===== src/rtl/fir_pkg.sv =====
// fir_pkg: shared state encoding and widths for the FIR MAC sequencer
package fir_pkg;
  typedef enum logic [1:0] {IDLE, WRITE, MAC, DONE} seq_state_t;
  localparam int NTAPS_DEFAULT = 16;
  localparam int TAP_ADDR_W_DEFAULT = 4;
  typedef logic [TAP_ADDR_W_DEFAULT-1:0] tap_addr_t;
endpackage


===== src/rtl/edge_detect.sv =====
// edge_detect: registered rising-edge detector for level strobes
module edge_detect (
  input  logic ck,
  input  logic rst,
  input  logic d,
  output logic rise
);
  logic q;
  always_ff @(posedge ck or negedge rst)
    if (!rst) q <= 1'b0;
    else q <= d;
  assign rise = d & ~q;
endmodule


===== src/rtl/fir_mac_sequencer.sv =====
// fir_mac_sequencer: one-MAC FIR sequencer; FIR_MAC_SEQUENCER_PENDING_EN queues one busy-time strobe
module fir_mac_sequencer
  import fir_pkg::*;
#(
  parameter int NTAPS  = NTAPS_DEFAULT,
  parameter int ADDR_W = TAP_ADDR_W_DEFAULT
) (
  input  logic              ck,
  input  logic              rst,
  input  logic              input_ready,
  output logic              sample_we,
  output logic [ADDR_W-1:0] sample_addr,
  output logic [ADDR_W-1:0] coeff_addr,
  output logic              acc_clear,
  output logic              acc_en,
  output logic              out_load,
  output logic              output_ready,
  output logic              busy,
  output logic              overrun
);
  seq_state_t state, state_n;
  logic [ADDR_W-1:0] wr_ptr, k, sa_q, ca_q;
  logic strobe, go, lost, last_tap;
  edge_detect u_edge (
    .ck  (ck),
    .rst (rst),
    .d   (input_ready),
    .rise(strobe)
  );
  assign last_tap = k == ADDR_W'(NTAPS - 1);
`ifdef FIR_MAC_SEQUENCER_PENDING_EN
  logic pending;
  // an edge during the IDLE cycle that consumes pending takes its place
  always_ff @(posedge ck or negedge rst)
    if (!rst) pending <= 1'b0;
    else pending <= busy ? (pending | strobe) : (pending & strobe);
  assign go   = strobe | pending;
  assign lost = strobe & busy & pending;
`else
  assign go   = strobe;
  assign lost = strobe & busy;
`endif
  always_ff @(posedge ck or negedge rst)
    if (!rst) state <= IDLE;
    else state <= state_n;
  always_comb begin
    state_n = state == IDLE  ? (go ? WRITE : IDLE) :
              state == WRITE ? MAC :
              state == MAC   ? (last_tap ? DONE : MAC) : IDLE;
  end
  always_comb begin
    busy        = state != IDLE;
    sample_we   = state == WRITE;
    acc_en      = state == MAC;
    acc_clear   = acc_en && k == '0;
    out_load    = state == DONE;
    sample_addr = sample_we ? wr_ptr : acc_en ? wr_ptr - k : sa_q;
    coeff_addr  = acc_en ? k : ca_q;
  end
  always_ff @(posedge ck or negedge rst)
    if (!rst) begin
      wr_ptr       <= '0;
      k            <= '0;
      sa_q         <= '0;
      ca_q         <= '0;
      output_ready <= 1'b0;
      overrun      <= 1'b0;
    end else begin
      wr_ptr       <= wr_ptr + ADDR_W'(state == DONE);
      k            <= state == MAC ? k + 1'b1 : '0;
      sa_q         <= sample_addr;
      ca_q         <= coeff_addr;
      output_ready <= state == DONE;
      overrun      <= overrun | lost;
    end
endmodule


===== config.mk =====
export PLATFORM = sky130hd
export DESIGN_NAME = fir_mac_sequencer
export DESIGN_NICKNAME = d
export VERILOG_FILES = /design/src/rtl/fir_pkg.sv /design/src/rtl/edge_detect.sv /design/src/rtl/fir_mac_sequencer.sv
export SDC_FILE = /design/constraint.sdc
export NUM_CORES = 1
export LEC_CHECK = 0
export CAP_MARGIN = 40
export CORE_UTILIZATION = 45
export DETAILED_ROUTE_END_ITERATION = 10
export HOLD_SLACK_MARGIN = 0.05
export PLACE_DENSITY = 0.7
export REMOVE_ABC_BUFFERS = 1
export SLEW_MARGIN = 20
export SYNTH_ARGS = -nofsm -noshare
export SYNTH_HDL_FRONTEND = slang
export SYNTH_SLANG_ARGS = --single-unit

===== constraint.sdc =====
create_clock -name ck -period 4.2 [get_ports ck]
set_input_delay 0.84 -clock ck [delete_from_list [all_inputs] [get_ports ck]]
set_output_delay 0.84 -clock ck [all_outputs]
set_load 0.05 [all_outputs]

==> flow_metrics.env, run 1 <==
export IMPL_outcome="complete, no violations"
export IMPL_grt_usage=0.152
export IMPL_rsz0062_at_grt="no"
export IMPL_hpwl_mm=1.19
export IMPL_grt_max_degree=19
export IMPL_fin_nets=122
export IMPL_r2r_slack_ps=2420
export IMPL_vias=644
export IMPL_fillers=183
export IMPL_synth_top_cell_area_share=0.513
export IMPL_antenna_found_initial=0
export IMPL_whs_ps=481
export IMPL_grt_busiest_layer="met2"
export IMPL_min_path_type="flip-flop to flip-flop"
export IMPL_critical_path_endpoint_type="output pin"
export IMPL_numCtsBuffers=3
export IMPL_clk_latency_ps=300
export IMPL_grt_util_met2=0.241
export IMPL_die_area_um2=2470
export IMPL_yosysMostFrequentCell="dfrtp_1"
export IMPL_setup_viol=0
export IMPL_met3_usage=0.0401
export IMPL_crit_arrival_ps=2740
export IMPL_cts_sinks=21
export IMPL_hold_viol=0
export IMPL_fin_crit_sh=0.852
export IMPL_drive_above_1_share=0.0943
export IMPL_gp_congestion=0.794
export IMPL_cts_setup_buffers=0
export IMPL_cp_max_fo=6
export IMPL_wl_mm=1.61
export IMPL_cap_violations=0
export IMPL_cts_max_level=1
export IMPL_syn_inst=87
export IMPL_ant_nets=0
export IMPL_yosys_area_top_type="dfrtp_1"
export IMPL_numPortBuffers=17
export IMPL_critPathRequiredTime_ps=3360
export IMPL_cp_slowest_cell="clkdlybuf4s50_1"
export IMPL_yosysSeqAreaShare=0.513
export IMPL_rows=16
export IMPL_grt_pass1_vias=634
export IMPL_synth_edf_count=0
export IMPL_utilization=0.615
export IMPL_cpPeakStageDelay_ps=850
export IMPL_initial_utilization=0.502
export IMPL_via_per_inst=4.84
export IMPL_hold_buffers=0
export IMPL_tightest_slew_ps=590
export IMPL_finalSetupTns_ps=0
export IMPL_io_pins=18
export IMPL_multi_input_area_um2=448
export IMPL_overflow=0
export IMPL_die_y_um=49.7
export IMPL_diodes=0
export IMPL_die_w_um=49.7
export IMPL_avgSynthCellArea_um2=11.8
export IMPL_grt_use_met1=0.192
export IMPL_seq_area_um2=526
export IMPL_slew_headroom=0.606
export IMPL_synth_seq_cells=21
export IMPL_avgRoutedWirePerCell_um=12.1
export IMPL_cp_start_kind="flip-flop"
export IMPL_period_needed_ps=3580
export IMPL_report_final_slew_viol_count=0
export IMPL_synth_area_um2=1020
export IMPL_drc=0
export IMPL_firstDrtPassIters=2
export IMPL_cts_resized=0
export IMPL_clock_skew_ps=2.89
export IMPL_cts_root_buf="clkbuf_4"
export IMPL_cts_tree="built"
export IMPL_critPathKind="flip-flop to output pin"
export IMPL_crit_chain="ha_1 -> inv_1 -> fa_1 -> xnor2_1 -> nand2_1 -> o21ai_0 -> o21ai_0 -> clkdlybuf4s50_1"
export IMPL_drt_iter0_drc=11
export IMPL_synthArstFlopShare=1.00
export IMPL_max_freq_mhz=280
export IMPL_clkSlewWorstSetupHoldPaths_ps=110
export IMPL_yosys_warnings=0
export IMPL_synth_area_leaders="dfrtp_1 (51%), ha_1 (13%), mux2_2 (4.4%)"
export IMPL_synth_distinct_cells=26
export IMPL_clk_path_buf_depth=2
export IMPL_core_area_um2=2040
export IMPL_ys_flop_type="dfrtp_1"
export IMPL_yosys_top_cells_count="dfrtp_1 (21), ha_1 (11), inv_1 (10)"
export IMPL_areaGrowthSynthToFinish_pct=22.6
export IMPL_grt_pass1_wl_mm=2.78
export IMPL_cpMostUsedCell="o21ai_0"
[through the flow]
step | setup slack, ps | instances | instance area (um2)
2_1_floorplan | 616 | 84 | 1010
3_3_place_gp | 945 | 128 | 1210
3_5_place_dp | 932 | 129 | 1230
4_1_cts | 576 | 133 | 1260
5_1_grt | 404 | 133 | 1260
6_report | 624 | 133 | 1260
[kinds of logic after synthesis]
| family | synth area share |
|---|---|
| DFF | 0.513 |
| xor gates and xnor gates | 0.0427 |
| adders and majority gates | 0.154 |
| buffers and inverters | 0.0501 |
| AOI/OAI and AO/OA | 0.0720 |
| and+or+nand+nor | 0.115 |
| muxes | 0.0537 |
[flip-flops by register name, indices dropped and copies added (netlist names)]
signal,cells
ca_q,4
k,4
state,2
overrun,1
sa_q,4
u_edge.q,1
output_ready,1
wr_ptr,4
[layout make-up]
cell class / count / area share
Timing Repair Buffer: 18 / 0.147
Clock buffer: 4 / 0.0209
Multi-Input combinational cell: 53 / 0.357
Tap cell: 27 / 0.0269
Inverter: 10 / 0.0299
Sequential cell: 21 / 0.418
[layout by cell type, fill, tap and decap left out]
cell             count
nand4_1              1
nor2_1               1
a22o_1               1
fa_1                 1
mux2_2               4
a21oi_2              1
or2b_1               1
nand3b_1             2
buf_8                1
ha_1                11
o21ai_0              6
inv_1               10
nor2b_1              2
and2_1               3
xnor2_1              3
a311o_1              1
clkbuf_4             3
a21boi_1             1
and4b_1              1
xor2_1               2
clkbuf_1             1
dfrtp_1             21
nand2_1              5
mux2i_1              1
nor4bb_1             1
nand3_1              3
a31o_2               1
clkdlybuf4s50_1     17
[critical path, delay by kind of cell, from the launching register on]
family,cells,cell delay (ps)
xor+xnor,1,140
buf+inv,2,900
fa+ha+maj,2,570
flops,1,470
simple gates,1,60
compound gates,2,310
[metal layers]
layer | share of wire | up-vias
met5 | 0 | -
met3 | 0.034 | 0
met2 | 0.48 | 9
met4 | 0 | 0
li1 | - | 327
met1 | 0.48 | 308
[final timing paths]
kind	cells past startpoint	endpoint	start
max	8	sample_addr[2]	k[0]
min in group asynchronous	1	wr_ptr[3]	rst
min reg2reg	1	overrun	overrun
min	1	overrun	overrun
max in group asynchronous	2	ca_q[1]	rst
max reg2reg	6	sa_q[3]	k[2]
Power of run 1 is not shown: default switching activity piles up to over one toggle a cycle in this logic, so the estimate is an artifact.
==> run 2, diff against run 1 <==
Clock period 4.2 ns to 3.8 ns, I/O delays scaled along.
==> results of run 2 <==
Same layout as run 1 (identical final DEF). Status: complete, no violations.
Main changes from that run: setup slack after placement 932 ps -> 612 ps; setup slack after layout 624 ps -> 304 ps; register-to-register setup slack 2420 ps -> 2020 ps
Power of run 2 is left out for the same reason.
